===== config.mk =====
export PLATFORM = sky130hd
export DESIGN_NAME = bcd_mmss_timer
export DESIGN_NICKNAME = d
export VERILOG_FILES = /design/src/rtl/bcd_mmss_timer_pkg.sv /design/src/rtl/bcd_mmss_timer_digit_cnt.sv /design/src/rtl/bcd_mmss_timer.sv
export SDC_FILE = /design/constraint.sdc
export NUM_CORES = 1
export LEC_CHECK = 0
export BUFFER_PORTS_ARGS = -buffer_cell sky130_fd_sc_hd__buf_2
export CORE_ASPECT_RATIO = 0.5
export CORE_MARGIN = 10
export CORE_UTILIZATION = 59
export CTS_CLUSTER_DIAMETER = 150
export DETAILED_ROUTE_END_ITERATION = 16
export GPL_ROUTABILITY_DRIVEN = 0
export PLACE_DENSITY = 0.85
export SLEW_MARGIN = 20
export SYNTH_ARGS = -nofsm -noshare
export SYNTH_HDL_FRONTEND = slang
export SYNTH_SLANG_ARGS = --single-unit

===== constraint.sdc =====
create_clock -name clk -period 2.75 [get_ports clk]
set_clock_uncertainty 0.15 [all_clocks]
set_input_delay 0.55 -clock clk [delete_from_list [all_inputs] [get_ports clk]]
set_output_delay 0.55 -clock clk [all_outputs]
set_load 0.01 [all_outputs]

===== src/rtl/bcd_mmss_timer_pkg.sv =====
// Shared types and constants for the mm:ss BCD timer.
// Latency: n/a (types, constants and a pure helper function only).
// Backpressure: n/a.
package bcd_mmss_timer_pkg;

  typedef enum logic [1:0] {
    IDLE  = 2'd0,
    RUN   = 2'd1,
    PAUSE = 2'd2,
    DONE  = 2'd3
  } state_t;

  typedef logic [3:0] bcd_t;

  localparam bcd_t BCD_MAX_UNIT = 4'd9;
  localparam bcd_t BCD_MAX_TENS = 4'd5;

  // Preset layout is {min_t, min_u, sec_t, sec_u}; both tens digits are capped at 5.
  function automatic logic bcd_load_ok(input logic [15:0] v);
    return (v[15:12] <= BCD_MAX_TENS) && (v[11:8] <= BCD_MAX_UNIT) &&
           (v[7:4]   <= BCD_MAX_TENS) && (v[3:0]  <= BCD_MAX_UNIT);
  endfunction

endpackage


===== src/rtl/bcd_mmss_timer_digit_cnt.sv =====
// One BCD digit of the timer: wraps at max_val going up, at 0 going down.
// Latency: digit updates 1 cycle after clr/load/step_en; co is combinational.
// Backpressure: none; clr beats load, load beats step.
// Ports: clk, rst_n; clr, step_en, dir_down (1 = count down), max_val,
//        load, load_val in; dig (registered digit), co (carry/borrow out) out.
module bcd_digit_cnt
  import bcd_mmss_timer_pkg::*;
(
  input  logic clk,
  input  logic rst_n,
  input  logic clr,
  input  logic step_en,
  input  logic dir_down,
  input  bcd_t max_val,
  input  logic load,
  input  bcd_t load_val,
  output bcd_t dig,
  output logic co
);

  // Combinational so a step ripples through all four digits in one cycle.
  assign co = step_en && (dir_down ? (dig == 4'd0) : (dig == max_val));

  always_ff @(posedge clk or negedge rst_n) begin
    if (!rst_n) begin
      dig <= 4'd0;
    end else if (clr) begin
      dig <= 4'd0;
    end else if (load) begin
      dig <= load_val;
    end else if (step_en) begin
      if (dir_down) dig <= (dig == 4'd0) ? max_val : dig - 4'd1;
      else          dig <= (dig == max_val) ? 4'd0 : dig + 4'd1;
    end
  end

endmodule


===== src/rtl/bcd_mmss_timer.sv =====
// mm:ss stopwatch / countdown timer driving four BCD digit codes.
// Latency: outputs registered, 1 cycle after the sampled event (3 with BCD_MMSS_TIMER_SYNC_EN).
// Backpressure: none; buttons are levels, rising edges act once, load acts each cycle high.
// Ports: clk, rst_n; btn_ss_i, btn_clr_i, mode_down_i, load_i, load_val_i[15:0] in;
//        dig0_o..dig3_o (sec_u, sec_t, min_u, min_t), running_o, done_o,
//        wrap_o, load_err_o out.
// Build option: define BCD_MMSS_TIMER_SYNC_EN to put a 2-flop synchronizer on
//        btn_ss_i, btn_clr_i and load_i.
module bcd_mmss_timer
  import bcd_mmss_timer_pkg::*;
#(
  parameter int TICK_DIV = 50000000,
  parameter int CNT_W    = 26
) (
  input  logic        clk,
  input  logic        rst_n,
  input  logic        btn_ss_i,
  input  logic        btn_clr_i,
  input  logic        mode_down_i,
  input  logic        load_i,
  input  logic [15:0] load_val_i,
  output logic [3:0]  dig0_o,
  output logic [3:0]  dig1_o,
  output logic [3:0]  dig2_o,
  output logic [3:0]  dig3_o,
  output logic        running_o,
  output logic        done_o,
  output logic        wrap_o,
  output logic        load_err_o
);

  localparam logic [CNT_W-1:0] PRE_LAST = CNT_W'(TICK_DIV - 1);

  logic ss_in, clr_in, load_in;

`ifdef BCD_MMSS_TIMER_SYNC_EN
  logic [1:0] ss_sync, clr_sync, load_sync;
  always_ff @(posedge clk or negedge rst_n) begin
    if (!rst_n) begin
      ss_sync   <= 2'b00;
      clr_sync  <= 2'b00;
      load_sync <= 2'b00;
    end else begin
      ss_sync   <= {ss_sync[0], btn_ss_i};
      clr_sync  <= {clr_sync[0], btn_clr_i};
      load_sync <= {load_sync[0], load_i};
    end
  end
  assign ss_in   = ss_sync[1];
  assign clr_in  = clr_sync[1];
  assign load_in = load_sync[1];
`else
  assign ss_in   = btn_ss_i;
  assign clr_in  = btn_clr_i;
  assign load_in = load_i;
`endif

  state_t           state;
  logic [CNT_W-1:0] presc;
  logic             mode_down_q;
  logic             ss_prev, clr_prev;
  bcd_t             d0, d1, d2, d3;
  logic             c0, c1, c2, c3;

  logic ss_ev, clr_ev, tick, step, load_take, load_apply, all_zero, at_one;

  assign ss_ev  = ss_in  & ~ss_prev;
  assign clr_ev = clr_in & ~clr_prev;

  // An ss edge in RUN freezes the prescaler where it is, so no step is taken that cycle.
  assign tick = (state == RUN) && !clr_ev && !ss_ev && (presc == PRE_LAST);

  assign all_zero = ({d3, d2, d1, d0} == 16'h0000);
  assign at_one   = ({d3, d2, d1, d0} == 16'h0001);

  // Counting down from 00:00 must not underflow; the tick only moves the FSM to DONE.
  assign step = tick && !(mode_down_q && all_zero);

  assign load_take  = load_in && ((state == IDLE) || (state == PAUSE)) && !clr_ev;
  assign load_apply = load_take && bcd_load_ok(load_val_i);

  bcd_digit_cnt u_sec_u (
    .clk(clk), .rst_n(rst_n), .clr(clr_ev), .step_en(step), .dir_down(mode_down_q),
    .max_val(BCD_MAX_UNIT), .load(load_apply), .load_val(load_val_i[3:0]), .dig(d0), .co(c0)
  );
  bcd_digit_cnt u_sec_t (
    .clk(clk), .rst_n(rst_n), .clr(clr_ev), .step_en(c0), .dir_down(mode_down_q),
    .max_val(BCD_MAX_TENS), .load(load_apply), .load_val(load_val_i[7:4]), .dig(d1), .co(c1)
  );
  bcd_digit_cnt u_min_u (
    .clk(clk), .rst_n(rst_n), .clr(clr_ev), .step_en(c1), .dir_down(mode_down_q),
    .max_val(BCD_MAX_UNIT), .load(load_apply), .load_val(load_val_i[11:8]), .dig(d2), .co(c2)
  );
  bcd_digit_cnt u_min_t (
    .clk(clk), .rst_n(rst_n), .clr(clr_ev), .step_en(c2), .dir_down(mode_down_q),
    .max_val(BCD_MAX_TENS), .load(load_apply), .load_val(load_val_i[15:12]), .dig(d3), .co(c3)
  );

  assign dig0_o = d0;
  assign dig1_o = d1;
  assign dig2_o = d2;
  assign dig3_o = d3;

  always_ff @(posedge clk or negedge rst_n) begin
    if (!rst_n) begin
      state       <= IDLE;
      presc       <= '0;
      mode_down_q <= 1'b0;
      ss_prev     <= 1'b0;
      clr_prev    <= 1'b0;
      running_o   <= 1'b0;
      done_o      <= 1'b0;
      wrap_o      <= 1'b0;
      load_err_o  <= 1'b0;
    end else begin
      ss_prev    <= ss_in;
      clr_prev   <= clr_in;
      load_err_o <= load_take && !load_apply;
      // Top-digit carry in up mode is exactly the 59:59 -> 00:00 rollover.
      wrap_o     <= c3 && !mode_down_q;
      if (state == IDLE) mode_down_q <= mode_down_i;

      if (clr_ev) begin
        state     <= IDLE;
        presc     <= '0;
        running_o <= 1'b0;
        done_o    <= 1'b0;
      end else begin
        case (state)
          IDLE: begin
            if (ss_ev) begin
              state     <= RUN;
              presc     <= '0;
              running_o <= 1'b1;
            end
          end
          RUN: begin
            if (ss_ev) begin
              state     <= PAUSE;
              running_o <= 1'b0;
            end else if (presc == PRE_LAST) begin
              presc <= '0;
              if (mode_down_q && (all_zero || at_one)) begin
                state     <= DONE;
                running_o <= 1'b0;
                done_o    <= 1'b1;
              end
            end else begin
              presc <= presc + 1'b1;
            end
          end
          PAUSE: begin
            if (ss_ev) begin
              state     <= RUN;
              running_o <= 1'b1;
            end
          end
          default: ; // DONE waits for a clear
        endcase
      end
    end
  end

endmodule


# Word-level counts from Yosys, hierarchy flattened
# Index checks and enable logic that the tools add are counted.
# word_totals
ff_bits	51
latchBits	0
ram_bits	0
mem_bits_ro	0
output_inout_bits	20
elab_cells	138
n_memories	0
# op_classes
n_addsub	9
mul	0
div_mod_pow	0
order_cmp	4
eq_ne	14
n_shift	0
n_mux	50
bitwise_logic	4
reduce_logical	44
# op_table
op	n
26-bit two-way mux	4
4-bit two-way mux	24
26-bit case mux with 2 select lines	1
26-bit by 1-bit adder with 26-bit output, second input constant	1
26-bit == test, second input constant	1
1-bit logical AND	18
3-bit nonzero test	6
4-bit by 1-bit adder with 4-bit output, second input constant	4
16-bit by 1-bit == test with 1-bit output, second input constant	1
16-bit zero test	1
4-bit zero test	4
4-bit by 1-bit subtractor with 4-bit output, second input constant	4
1-bit two-way mux	14
2-bit two-way mux	5
4-bit by 3-bit == test with 1-bit output, second input constant	2
4-bit == test, second input constant	2
4-bit by 3-bit <= comparator with 1-bit output, second input constant	2
4-bit <= comparator, second input constant	2
4-bit by 3-bit != test with 1-bit output, second input constant	2
4-bit AND reduction	2
3-bit != test, second input constant	2
2-bit nonzero test	3
1-bit zero test	5
2-bit case mux with 2 select lines	1
other kinds (11)	14

# Logic depth before layout (Yosys ltp)
# logic_depth
ltp_word	13
mapped_depth	8
mapped_depth_nobuf	8

# Cells and area by module
# A second synthesis with hierarchy kept.
# unflattened
hier_cells	455
hier_area_um2	4092.7
# modules_own_cells
mod	instances	cells_each	area_each_um2	seq_area_each_um2
bcd_mmss_timer	1	219	2110.8	875.8
bcd_digit_cnt	4	59	495.5	100.1

# Worst setup path after synthesis
# OpenSTA, ideal clock, no wires.
# synth_timing
kind	register to register
startpoint	reg u_sec_t.dig[0]
endpoint	reg u_sec_u.dig[3]
setup_ns	0.123
arrival_ns	2.204
required_time_ns	2.477
setup_slack_ns	0.273
path_stages_with_launch	9
n_path_buf	0
cell_sequence	dfrtp_1 > inv_1 > ha_1 > or3b_2 > nor4_2 > nor2_1 > a21oi_2 > a31oi_1 > o2bb2a_2
# synth_between
elab_chain_len	5
# synth_rtl
element	line	source
from (decl)	bcd_mmss_timer_digit_cnt.sv:17	output bcd_t dig,
from (signal assigned)	bcd_mmss_timer_digit_cnt.sv:30	dig <= load_val;
from (signal assigned)	bcd_mmss_timer_digit_cnt.sv:32	if (dir_down) dig <= (dig == 4'd0) ? max_val : dig - 4'd1;
from (signal assigned)	bcd_mmss_timer_digit_cnt.sv:33	else dig <= (dig == max_val) ? 4'd0 : dig + 4'd1;
16-bit zero test	bcd_mmss_timer.sv:73	assign all_zero = ({d3, d2, d1, d0} == 16'h0000);
1-bit logical AND	bcd_mmss_timer.sv:77	assign step = tick && !(mode_down_q && all_zero);
1-bit zero test	bcd_mmss_timer.sv:77	
1-bit logical AND	bcd_mmss_timer.sv:77	
3-bit nonzero test (no source line)	-	
to (signal assigned)	bcd_mmss_timer_digit_cnt.sv:30	
to (signal assigned)	bcd_mmss_timer_digit_cnt.sv:32	
to (signal assigned)	bcd_mmss_timer_digit_cnt.sv:33	
to (decl)	bcd_mmss_timer_digit_cnt.sv:17	
# Every way passes these cells.
# A chain may end at the register's enable or synchronous reset.

# Final worst setup path
# layout_timing
startpoint	reg u_sec_t.dig[0]
endpoint	reg u_min_t.dig[0]
# layout_between
elab_chain_len	8
# layout_rtl
element	line	source
16-bit zero test	bcd_mmss_timer.sv:73	
1-bit logical AND	bcd_mmss_timer.sv:77	
1-bit zero test	bcd_mmss_timer.sv:77	
1-bit logical AND	bcd_mmss_timer.sv:77	
1-bit logical AND	bcd_mmss_timer_digit_cnt.sv:22	assign co = step_en && (dir_down ? (dig == 4'd0) : (dig == max_val));
1-bit logical AND (*) (2 in a row)	bcd_mmss_timer_digit_cnt.sv:22	
3-bit nonzero test (no source line) (*)	-	
to (signal assigned)	bcd_mmss_timer_digit_cnt.sv:30	
to (signal assigned)	bcd_mmss_timer_digit_cnt.sv:32	
to (signal assigned)	bcd_mmss_timer_digit_cnt.sv:33	
to (decl)	bcd_mmss_timer_digit_cnt.sv:17	
# Every way passes the cells marked *; elsewhere a longest branch is shown, timed or not.

==> key figures <==
Synth
  – Synth warn: 0
  – Top FF cell, synth: dfrtp_1
  – Asr flop ratio synth: 100%
  – Mapped cell area: 3550 sq um
  – Xor/xnor share of the synthesized area: 4.20%
  – Syn Nets: 456
  – Mapped Avg Cell Area: 8.50 sq um
  – Synth Area in Adders: 6.00%
  – Count of flip-flops with a built-in enable after synthesis: 0
  – Post-Syn Instances: 417
  – Sequential fraction of the synthesis area: 36.0%
  – Post-synthesis mux area share: 1.45%
  – Post-Synth Simple-Gate Area: 32.1%
  – Compound-cell area share of the yosys netlist: 16.9%
  – Main combinational cell family by area after synthesis: simple AND/OR/NAND/NOR gates
  – Distinct cells, synth: 65
  – Flops & latches, synth: 51

Outcome
  – Status: completed

Finish
  – Ratio of cells with drive above 1 in the final layout: 18.3%
  – Most common cell after layout, fill and taps aside: dfrtp_1
  – Layout Cells excl Fill: 544
  – Area grow syn2layout: 15.7%
  – Fill cell count: 435
  – Ant diodes: 0
  – FF+latch area: 1280 sq um
  – Most frequent cells in the layout: dfrtp_1, buf_2, nand2_1, nor2_1, o21ai_0
  – Nets: 509
  – Area of the multi-input gates: 2170 sq um

Pwr
  – Max IR drop VDD: 0.521 mV
  – Clock power share: 29.7%
  – Switch Pwr: 761 uW
  – Logic gate share of total power: 31.7%
  – Power Density: 539 nW/um^2
  – Static Leakage: 1.76 nW
  – Flop pwr share: 38.6%
  – Power, Total: 2.21 mW
  – Switch share: 34.4%
  – Pint: 1.45 mW

Floorplan
  – DIE AREA: 9700 sq um
  – Die W: 130 um
  – Starting Density: 62.7%
  – I/O pin cnt: 42
  – Core footprint: 5660 sq um
  – Chip height: 74.8 um
  – Row cnt: 19

Global route
  – Grt ovf: 0
  – Gr usage total: 19.6%
  – Largest net degree at the start of global routing: 52
  – First-pass GRT wire length: 15.6 mm
  – Antenna violations before repair: 0
  – Vias in the first global route: 3,221

Clock tree
  – Max Root-Sink Buffers: 2
  – CTS tree: built
  – Inserted Clock Buffers: 5
  – H-tree Lvls: 2
  – Clock-pin slew on the worst setup and hold paths: 0.07 ns
  – Worst-skew pair later-pin latency: 0.29 ns
  – Number of hold buffers added after CTS: 0
  – Clk sinks: 51
  – Root buf cell: clkbuf_16

Timing
  – Max Fclk: 380 MHz
  – Worst Max-Slew Pin Slew: 0.681 ns
  – Tcrit/Tclk final: 95.8%
  – Final number of setup-violating endpoints: 0
  – Setup TNS: 0 ns
  – Unrepaired setup endpoints after global routing: no
  – Max_slew headroom: 54.6%
  – Final hold viol count: 0
  – Slew Limit Fails: 0
  – Tmin final: 2.63 ns

Critical path
  – Crit-path cells: inv_1 -> ha_1 -> or3b_2 -> nor4_4 -> or3_1 -> nor2_1 -> a221oi_1 -> nor2_1
  – Startpoint class of the critical path: flop
  – Crit path DAT: 2.66 ns
  – Crit path kind: flop to flop
  – Most used cell, CP: nor2_1
  – CP endpoint kind: flop
  – Worst Path Max Fanout: 5
  – Worst path required time: 2.78 ns
  – Critical Path Max Stage Delay: 0.52 ns
  – Max stage delay cell, worst path: or3b_2

Placement
  – # port buffers: 41
  – Hpwl dp: 6.68 mm
  – Placed insts: 536

Routing
  – 1st-pass router iterations: 5
  – Via-to-Cell Ratio: 6.38
  – Total number of vias: 3,470
  – Antenna Nets Post-Route: 0
  – Drt total wl: 9.39 mm
  – Drt wl/cell: 17.3 um
  – Drt first-iter violations: 404
  – DRC errors left: 0

Flow run
  – Max-cap viol count: 0

Worst hold path
  – Hold Crit Class: primary input to asynchronous set/reset pin
==> flip-flops by register name, indices dropped and copies added, names as in the netlist <==
| register | count |
|---|---|
| presc | 26 |
| u_min_t.dig | 4 |
| u_min_u.dig | 4 |
| u_sec_t.dig | 4 |
| u_sec_u.dig | 4 |
| state | 2 |
| clr_prev | 1 |
| done_o | 1 |
| load_err_o | 1 |
| mode_down_q | 1 |
| running_o | 1 |
| ss_prev | 1 |
| wrap_o | 1 |
==> kinds of logic after synthesis <==
kind of cell,Yosys count
buffers and inverters,28
AND/OR/NAND/NOR,204
XOR/XNOR,17
flip-flops,51
adder cells (fa/ha/maj),17
multiplexers,5
AO/OA/AOI/OAI,95
==> metal layers <==
metal	share of wire [%]	vias to the layer above	GRT usage, %
met5	0	-	0
met4	0.98	0	7.05
met3	7.8	13	3.71
met2	46	172	31.5
met1	45	1649	26.2
li1	-	1636	-
==> stage by stage <==
step | hold slack, ns | setup WS (ns) | utilization, % | cell area [sq um]
floorplan | 0.104 | 0.273 | - | 3550
global route | 0.232 | 0.000695 | 72.5 | 4100
CTS | 0.235 | 0.0921 | 72.2 | 4080
global placement | 0.310 | 0.149 | 69.4 | 3930
finish | 0.216 | 0.115 | 72.5 | 4100
detailed placement | 0.334 | 0.130 | 69.4 | 3930
==> critical path, delay by kind of cell (launching register included) <==
kind            cells  cell delay [ns]
simple gates        5             1.28
buf+inv             1             0.17
flops               1             0.42
compound gates      1             0.29
fa+ha+maj           1             0.21
==> timing repair <==
item                       in CTS  in global routing
setup endpoints to repair       0                  4
buffers inserted                0                  0
resized for setup               0                  3
==> cell usage after synthesis, drive strengths merged, types with 10 or more instances <==
master  count  area (sq um)
nor2       39           146
o21ai      34           170
ha         17           213
xnor2      13           114
inv        12          45.0
clkbuf     11          42.5
nand2      39           146
nor3       19           105
nand3      23           128
nor4       10          90.1
a21oi      17          88.8
nand4      14          87.6
nor2b      18           113
dfrtp      51          1280
==> final cells by class <==
| class | instances | area share (%) |
|---|---|---|
| repair buffers | 62 | 8.84 |
| clock inverters | 2 | 0.396 |
| multi-input cells | 338 | 53.0 |
| flip-flops and latches | 51 | 31.1 |
| clock buffers | 6 | 3.38 |
| well taps | 73 | 2.23 |
| inverters | 12 | 1.10 |
==> final timing paths <==
path                       slack (ns)           start  depth (start not counted)        endpoint
min in group clk                 0.24       btn_clr_i                          1        clr_prev
hold reg to reg                  0.35          done_o                          2          done_o
setup reg to reg                 0.12  u_sec_t.dig[0]                          8  u_min_t.dig[0]
hold / removal                   0.22           rst_n                          2  u_min_u.dig[0]
max in group asynchronous        1.79           rst_n                          2        presc[1]
setup / recovery                 0.12  u_sec_t.dig[0]                          8  u_min_t.dig[0]
==> power by group through the flow <==
stage	Combinational [mW]	Clock (mW)	Sequential, mW
detailed placement	0.678	0	0.866
global placement	0.671	0	0.864
floorplan	0.433	0	0.881
finish	0.701	0.658	0.854
CTS	0.683	0.662	0.852
global route	0.784	0.690	0.865
(Power assumes the default switching activity.)
